### config.mk
export PLATFORM = sky130hd
export DESIGN_NAME = fifo_wr_ctrl
export DESIGN_NICKNAME = d
export VERILOG_FILES = /design/src/rtl/fifo_wr_ctrl_pkg.sv /design/src/rtl/fifo_skid_buf.sv /design/src/rtl/fifo_wr_ctrl.sv
export SDC_FILE = /design/constraint.sdc
export NUM_CORES = 1
export LEC_CHECK = 0
export ABC_AREA = 1
export BUFFER_PORTS_ARGS = -buffer_cell sky130_fd_sc_hd__buf_2
export CAP_MARGIN = 30
export CORE_MARGIN = 1
export CORE_UTILIZATION = 54
export DETAILED_ROUTE_END_ITERATION = 10
export PLACE_DENSITY = 0.79
export SYNTH_ARGS = -nofsm -noshare
export SYNTH_HDL_FRONTEND = slang
export SYNTH_HIERARCHICAL = 1
export SYNTH_SLANG_ARGS = --single-unit
### constraint.sdc
create_clock -name wclk -period 2.87 [get_ports wclk]
set_clock_uncertainty 0.2 [all_clocks]
set_input_delay 0.574 -clock wclk [delete_from_list [all_inputs] [get_ports wclk]]
set_output_delay 0.574 -clock wclk [all_outputs]
set_load 0.02 [all_outputs]
### src/rtl/fifo_wr_ctrl_pkg.sv
// Shared definitions for the async-FIFO write-side controller: FSM state
// encodings and skid-buffer geometry.
package fifo_wr_ctrl_pkg;

    // Write-controller FSM state encodings (also exported on the state port).
    localparam logic [1:0] ST_IDLE  = 2'd0;
    localparam logic [1:0] ST_PKT   = 2'd1;
    localparam logic [1:0] ST_FLUSH = 2'd2;
    localparam logic [1:0] ST_DONE  = 2'd3;

    // Skid buffer depth and the derived pointer / occupancy widths.
    localparam int SKID_DEPTH = 2;
    localparam int SKID_AW    = $clog2(SKID_DEPTH);
    localparam int SKID_CW    = $clog2(SKID_DEPTH + 1);
    localparam logic [SKID_CW-1:0] SKID_FULL = SKID_CW'(SKID_DEPTH);

    // True in the states where beats may be accepted and written.
    function automatic logic st_accepts(input logic [1:0] st);
        return (st == ST_IDLE) || (st == ST_PKT);
    endfunction

endpackage

### src/rtl/fifo_skid_buf.sv
// Small circular skid buffer. Push when in_valid && in_ready, pop when
// out_valid && out_ready; both may happen in the same cycle. clr empties the
// buffer synchronously and wins over a simultaneous push or pop.
module fifo_skid_buf
    import fifo_wr_ctrl_pkg::*;
#(
    parameter int WIDTH = 9
) (
    input  logic               wclk,
    input  logic               wrst_n,
    input  logic               clr,
    input  logic               in_valid,
    output logic               in_ready,
    input  logic [WIDTH-1:0]   in_data,
    output logic               out_valid,
    input  logic               out_ready,
    output logic [WIDTH-1:0]   out_data,
    output logic [SKID_CW-1:0] count_nxt
);

    logic [WIDTH-1:0]   mem [SKID_DEPTH];
    logic [SKID_AW-1:0] wr_ptr;
    logic [SKID_AW-1:0] rd_ptr;
    logic [SKID_CW-1:0] count;
    logic               push;
    logic               pop;

    assign in_ready  = (count < SKID_FULL);
    assign out_valid = (count != '0);
    assign out_data  = mem[rd_ptr];
    assign push      = in_valid && in_ready;
    assign pop       = out_valid && out_ready;

    // Occupancy after this edge, also used by the parent to register its ready.
    always_comb begin
        count_nxt = count;
        if (clr) begin
            count_nxt = '0;
        end else begin
            case ({push, pop})
                2'b10:   count_nxt = count + 1'b1;
                2'b01:   count_nxt = count - 1'b1;
                default: count_nxt = count;
            endcase
        end
    end

    // Pointer and occupancy registers.
    always_ff @(posedge wclk or negedge wrst_n) begin
        if (!wrst_n) begin
            wr_ptr <= '0;
            rd_ptr <= '0;
            count  <= '0;
        end else if (clr) begin
            wr_ptr <= '0;
            rd_ptr <= '0;
            count  <= '0;
        end else begin
            if (push) wr_ptr <= wr_ptr + 1'b1;
            if (pop)  rd_ptr <= rd_ptr + 1'b1;
            count <= count_nxt;
        end
    end

    // Storage array; contents are only meaningful while counted as occupied.
    always_ff @(posedge wclk) begin
        if (push && !clr) mem[wr_ptr] <= in_data;
    end

endmodule

### src/rtl/fifo_wr_ctrl.sv
// Write-side controller of the async FIFO: buffers upstream beats, gates
// packet starts on near_full, never writes while full, handles flush and
// keeps saturating write / overflow counters.
//
// Upstream handshake: a beat transfers on a rising wclk edge where
// s_valid && s_ready; s_ready is registered and only promises room for one
// more beat. The upstream must hold s_valid/s_data/s_last stable until the
// transfer happens.
module fifo_wr_ctrl
    import fifo_wr_ctrl_pkg::*;
#(
    parameter int DSIZE = 8,
    parameter int ASIZE = 4,
    parameter int CNTW  = 16
) (
    input  logic             wclk,
    input  logic             wrst_n,
    input  logic             s_valid,
    input  logic [DSIZE-1:0] s_data,
    input  logic             s_last,
    output logic             s_ready,
    input  logic             full,
    input  logic             near_full,
    input  logic             over_flow,
    output logic             winc,
    output logic [DSIZE-1:0] wdata,
    input  logic             flush_req,
    output logic             wptr_clr,
    output logic             flush_ack,
    output logic [CNTW-1:0]  wr_cnt,
    output logic [7:0]       ovf_cnt,
    output logic [1:0]       state
);

    if (ASIZE < 2) begin : g_asize_check
        $error("fifo_wr_ctrl: ASIZE must be at least 2");
    end

    logic [DSIZE:0]     head_data;
    logic               head_valid;
    logic               head_last;
    logic               gate_ok;
    logic               s_accept;
    logic               skid_in_ready;
    logic               skid_clr;
    logic [SKID_CW-1:0] skid_cnt_nxt;
    logic [1:0]         state_nxt;

    assign s_accept  = s_valid && s_ready && skid_in_ready;
    assign skid_clr  = (state == ST_FLUSH);
    assign wdata     = head_data[DSIZE-1:0];
    assign head_last = head_data[DSIZE];

    fifo_skid_buf #(
        .WIDTH(DSIZE + 1)
    ) u_skid (
        .wclk      (wclk),
        .wrst_n    (wrst_n),
        .clr       (skid_clr),
        .in_valid  (s_accept),
        .in_ready  (skid_in_ready),
        .in_data   ({s_last, s_data}),
        .out_valid (head_valid),
        .out_ready (winc),
        .out_data  (head_data),
        .count_nxt (skid_cnt_nxt)
    );

    // Write strobe: new packets wait for !near_full, in-flight ones only for
    // !full; a flush request in the same cycle suppresses the write.
    always_comb begin
        gate_ok = (state == ST_PKT) || !near_full;
        winc    = head_valid && !full && gate_ok && st_accepts(state) && !flush_req;
    end

    // Next state: FLUSH always lasts one cycle, flush_req beats any write.
    always_comb begin
        state_nxt = state;
        if (state == ST_FLUSH) begin
            state_nxt = ST_DONE;
        end else if (flush_req) begin
            state_nxt = ST_FLUSH;
        end else if (state == ST_DONE) begin
            state_nxt = ST_IDLE;
        end else if (winc) begin
            state_nxt = head_last ? ST_IDLE : ST_PKT;
        end
    end

    // State, registered ready and the one-cycle flush pulses.
    always_ff @(posedge wclk or negedge wrst_n) begin
        if (!wrst_n) begin
            state     <= ST_IDLE;
            s_ready   <= 1'b0;
            wptr_clr  <= 1'b0;
            flush_ack <= 1'b0;
        end else begin
            state     <= state_nxt;
            s_ready   <= (skid_cnt_nxt < SKID_FULL) && st_accepts(state_nxt);
            wptr_clr  <= (state_nxt == ST_FLUSH);
            flush_ack <= (state_nxt == ST_DONE);
        end
    end

    // Saturating write and overflow counters, cleared while flushing.
    always_ff @(posedge wclk or negedge wrst_n) begin
        if (!wrst_n) begin
            wr_cnt  <= '0;
            ovf_cnt <= '0;
        end else if (state == ST_FLUSH) begin
            wr_cnt  <= '0;
            ovf_cnt <= '0;
        end else begin
            if (winc && (wr_cnt != '1))        wr_cnt  <= wr_cnt + 1'b1;
            if (over_flow && (ovf_cnt != '1))  ovf_cnt <= ovf_cnt + 1'b1;
        end
    end

endmodule

== Word level (Yosys, flattened, before mapping) ==
Memory sizes are Yosys's and may differ from the RTL's.
Index checks and enable logic that the tools add are counted.
Cells by class
  equal/unequal tests: 10
  $add $sub $neg: 6
  $lt $le $gt $ge: 2
  reductions and logical operators: 26
  mux-type cells: 18
Operators with widths (number)
  16-bit 2-to-1 mux: 2
  16-bit by 1-bit adder with 16-bit output, second input constant: 1
  8-bit 2-to-1 mux: 2
  16-bit != test, second input constant: 1
  1-bit logical AND: 12
  2-bit 2-to-1 mux: 6
  2-bit equality test, second input constant: 5
  2-bit nonzero test: 5
  8-bit by 1-bit adder with 8-bit output, second input constant: 1
  8-bit != test, second input constant: 1
  1-bit 2-to-1 mux: 7
  2-bit by 1-bit equality test with 1-bit output, second input constant: 3
  1-bit logical NOT: 4
  2-bit logical NOT: 2
  2-bit < comparator, second input constant: 2
  2-bit one-hot mux with 2 select lines: 1
  1-bit logical OR: 3
  1-bit adder, second input constant: 2
  2-bit by 1-bit adder with 2-bit output, second input constant: 1
  2-bit by 1-bit subtractor with 2-bit output, second input constant: 1
Word-level totals
  register bits after elaboration: 33
  memories kept: 1
  word-level logic and storage cells: 72
  memory bits (writable): 18
Memories
  u_skid.mem: words 2, bits a word 9, read ports 1, clocked after memory_dff 0, wr ports 1, RTL line fifo_skid_buf.sv:21  | logic [WIDTH-1:0] mem [SKID_DEPTH];

== Logic depth before layout (Yosys ltp) ==
  depth in word-level cells: 12
  depth in mapped cells: 13

== Hierarchy ==
The synthesis kept the hierarchy.
By module, submodules not included
  fifo_wr_ctrl: area each 1672.9 um^2, cells each 231, times used 1
  fifo_skid_buf: area each 927.1 um^2, cells each 81, times used 1

== Worst setup path before layout ==
Ideal clock, no wire load.
  path kind: input-to-reg
  start point: in flush_req
  end point: reg s_ready
  cell stages on the path: 12
  required time: 2.550 ns
  arrival time: 2.322 ns
  setup slack: 0.228 ns
  buffers on the path: 0
  setup time: 0.120 ns
  path through: inv_1 -> nand2_1 -> nor3_1 -> nand2_4 -> clkinv_4 -> ha_1 -> inv_1 -> nand2_1 -> nor2_1 -> nor2_1 -> nor2_1 -> nor2_1
RTL lines
  start: declaration: RTL line fifo_wr_ctrl.sv:27  | input logic flush_req,
  1-bit logical NOT (*): RTL line fifo_wr_ctrl.sv:73  | winc = head_valid && !full && gate_ok && st_accepts(state) && !flush_req;
  1-bit logical AND (*): RTL line fifo_wr_ctrl.sv:73
  net winc: RTL line fifo_wr_ctrl.sv:25  | output logic winc,
  1-bit logical AND (*): RTL line fifo_skid_buf.sv:32  | assign pop = out_valid && out_ready;
  2-bit by 1-bit equality test with 1-bit output or 2-bit equality test (tied branches): RTL line fifo_skid_buf.sv:40  | case ({push, pop})
  2-bit one-hot mux with 2 select lines (*): RTL line fifo_skid_buf.sv:40
  2-bit 2-to-1 mux (*): RTL line fifo_skid_buf.sv:37  | if (clr) begin
  net skid_cnt_nxt[1]: RTL line fifo_wr_ctrl.sv:46  | logic [SKID_CW-1:0] skid_cnt_nxt;
  2-bit < comparator (*): RTL line fifo_wr_ctrl.sv:99  | s_ready <= (skid_cnt_nxt < SKID_FULL) && st_accepts(state_nxt);
  1-bit logical AND (*): RTL line fifo_wr_ctrl.sv:99
  end signal: assignment: RTL line fifo_wr_ctrl.sv:99
  end: declaration: RTL line fifo_wr_ctrl.sv:21  | output logic s_ready,
The timed path passes the listed nets; every way through them passes the cells marked *.
A chain may end at the register's enable or synchronous reset.

== Worst setup path in the final report ==
  start point: reg u_skid.count[0]
  end point: out winc
Between the ends
  cells in the longest elaborated chain, start to end: 5
RTL lines
  start: declaration: RTL line fifo_skid_buf.sv:24  | logic [SKID_CW-1:0] count;
  start signal: assignment: RTL line fifo_skid_buf.sv:61  | count <= count_nxt;
  2-bit nonzero test: RTL line fifo_skid_buf.sv:29  | assign out_valid = (count != '0);
  net head_valid: RTL line fifo_wr_ctrl.sv:40  | logic head_valid;
  1-bit logical AND (4 in a row): RTL line fifo_wr_ctrl.sv:73
  end: declaration: RTL line fifo_wr_ctrl.sv:25
The timed path passes the listed nets, and every way through them passes these cells.

==> run_results.csv <==
group,metric,value,unit
placed_design,dp_hpwl,3.73,mm
placed_design,io_buffers,53,
final_layout,area_growth,15.1,%
floorplan,std_cell_rows,24,
logic_synthesis,synth_nets,331,
cts,cts_tree,"done",
cts,path_clk_slew,0.09,ns
drt,drtIter0Drc,144,
floorplan,core_area,4500,um^2
floorplan,die_y,71.4,um
floorplan,die_w,71.4,um
setup_path,rr_worst_depth,9,
final_layout,final_area,2990,um^2
logic_synthesis,synth_ff_type,"dfrtp_1",
power,swShare,36.3,%
timing,maxSlewViolCount,0,
setup_path,worstPathRequired,2.10,ns
logic_synthesis,async_flop_share,64.7,%
cts,cts_buffer_depth,2,
drt,num_vias,2158,
logic_synthesis,syn-cell-area,2600,um^2
logic_synthesis,ys_warn_count,6,
power,powerDensity,606,nW/um^2
power,totalPowerFinal,1.81,mW
worst_hold_path,hold_path.class,"primary input to async pin",
power,p_clk_share,22.1,%
drt,met3_length,219,um
timing,setup_slack,0.573,ns
global_routing,track_usage,21.9,%
drt,ant_nets,0,
timing,period_share,80.0,%
placed_design,post-place-ws,0.552,ns
cts,post_cts_resized,0,
drt,top_layer,"met4",
floorplan,ios,54,
timing,finalSetupViolations,0,
power,seqPwrFrac,49.2,%
timing,fin_tns_setup,0,ns
placed_design,placed_cell_area,2910,um^2
timing,slew_headroom,50.5,%
setup_path,path_class,"flop to output port",
setup_path,crit_buf_inv,3,
drt,drt-total-wl,5.17,mm
logic_synthesis,yosysSeqAreaShare,52.6,%
cts,clock_latency,0.30,ns
logic_synthesis,ys_types,29,
final_layout,nFillCells,381,
drt,dr_wl_met2,2.44,mm
final_layout,drive_above_1_share,21.8,%
power,p_comb_share,28.7,%
setup_path,worstPathArrival,1.52,ns
final_layout,diodes,0,
power,p_int,1.16,mW
power,ir_drop,359,uV
cts,cts_max_level,2,
global_routing,antenna_found_initial,0,
logic_synthesis,syn_avg_cell_area,8.33,um^2
cts,root_buffer,"clkbuf_8",
cts,cts.sinks,51,
timing,rsz0062_at_grt,"false",
drt,wl_met1,2.45,mm
floorplan,die_area,5100,um^2
setup_path,crit_family,"flip-flops",
cts,cts_hold_buf,0,
setup_path,cp_slowest_cell,"dfrtp_1",
timing,tightest_slew,0.742,ns
setup_path,r2r-start,"wr_cnt[0]",
logic_synthesis,syn_inst,312,
outcome,outcome,"finished with violations",
final_layout,nNetsFinal,390,
power,p_sw,657,uW
drt,drc,4,
global_routing,overflow,0,
final_layout,final_util,66.4,%
setup_path,regToRegEndpoint,"wr_cnt[10]",
setup_path,crit_path_start,"u_skid/count[0]",
setup_path,cp_slowest_stage_delay,0.46,ns
global_routing,grt_max_degree,34,
drt,firstDrtPassIters,7,
timing,fmax,0.435,GHz
setup_path,cp_max_fo,5,
outcome,violations,"DRC",
setup_path,path_cells,"inv_2 -> nand2_4 -> nand2_1 -> nor3_1 -> buf_4 -> buf_2",
power,p_leak,1.54,nW
setup_path,ff2ff_setup_slack,0.66,ns
job,cap_violations,0,
setup_path,endpoint_kind,"output port",
logic_synthesis,ys_ff_latch,51,
timing,hold_viol,0,
floorplan,start_util,57.7,%
drt,drt-vias-per-instance,5.09,
logic_synthesis,synth-edff-count,18,
timing,period_minus_slack,2.30,ns
setup_path,critPathLaunchType,"flop",
cts,cts_made_buffers,5,
cts,post_cts_buffers,0,
drt,wire_per_inst,12.2,um
placed_design,routabilityCongestion,0.830,
global_routing,grt_pass1_wl,8.63,mm
global_routing,grt_pass1_vias,1950,
[synthesized netlist by cell type, types with 2 or more instances]
master    instances  area, um^2
a21oi_1           2        10.0
buf_2             2        10.0
buf_6             2        22.5
dfrtp_1          33         826
edfxtp_1         18         541
ha_1              3        37.5
inv_1            25        93.8
inv_2             4        15.0
nand2_1         116         435
nand2_2           2        12.5
nand2_4           2        22.5
nand3_1          16        80.1
nand4_1          13        81.3
nor2_1           38         143
nor2_2            5        31.3
nor3_1            3        15.0
o21ai_0           5        25.0
o21bai_1          3        22.5
xor2_1           10        87.6
[worst max-delay path by stage]
| stage | endpoint | slack, ns | cells past startpoint |
|---|---|---|---|
| after floorplan | s_ready | 0.23 | 12 |
| after global placement | s_ready | 0.61 | 14 |
| after detailed placement | s_ready | 0.55 | 14 |
| after CTS | winc | 0.58 | 6 |
| after global routing | winc | 0.50 | 6 |
| final | winc | 0.57 | 6 |
[power groups by stage]
stage,Combinational [mW],Sequential (mW),Clock (mW)
floorplan,0.321,0.955,0
global placement,0.511,0.903,0
detailed placement,0.519,0.906,0
CTS,0.522,0.892,0.409
global route,0.573,0.904,0.445
finish,0.520,0.893,0.400
[stage by stage]
step / std cells / hold WS, ns
floorplan: 312 / 0.0784
global placement: 416 / 0.261
detailed placement: 416 / 0.266
CTS: 424 / 0.150
global route: 424 / 0.194
finish: 424 / 0.126
[routing by layer]
layer  GRT usage [%]  up-vias
li1                -     1111
met1            29.7      997
met2            35.0       42
met3            5.49        8
met4            6.44        0
met5               0        -
[layout by cell type, fill, tap and decap left out, drive strengths merged, types with 6 or more instances in the layout]
master / Yosys / routed
dfrtp: 33 / 33
xor2: 10 / 10
nand4: 13 / 13
o21ai: 7 / 7
inv: 29 / 29
edfxtp: 18 / 18
nor2: 44 / 44
nand2: 120 / 120
buf: 5 / 57
clkbuf: 0 / 6
nand3: 16 / 16
[state kept, by name, summed over array words and instances (netlist names), 2 cells and up]
register      cells
u_skid/count      2
ovf_cnt           8
state             2
u_skid/mem       18
wr_cnt           16
[final cells by class]
type	count	area, um^2	area share, %
clock buffers	6	72.6	2.42
clock inverters	2	12.5	0.418
inverters	30	118	3.93
multi-input cells	226	1060	35.5
flip-flops and latches	51	1370	45.7
well taps	52	65.1	2.17
repair buffers	57	295	9.87
[logic make-up (layout without fill, tap and decap cells)]
group	after synthesis	in the layout	synth area share [%]
adders and majority gates	3	3	1.44
AOI/OAI and AO/OA	14	14	3.32
xor gates and xnor gates	10	10	3.37
DFF	51	51	52.6
and+or+nand+nor	199	199	32.8
buffers and inverters	35	95	6.54
No activity file was read; power rests on OpenSTA's default activity.
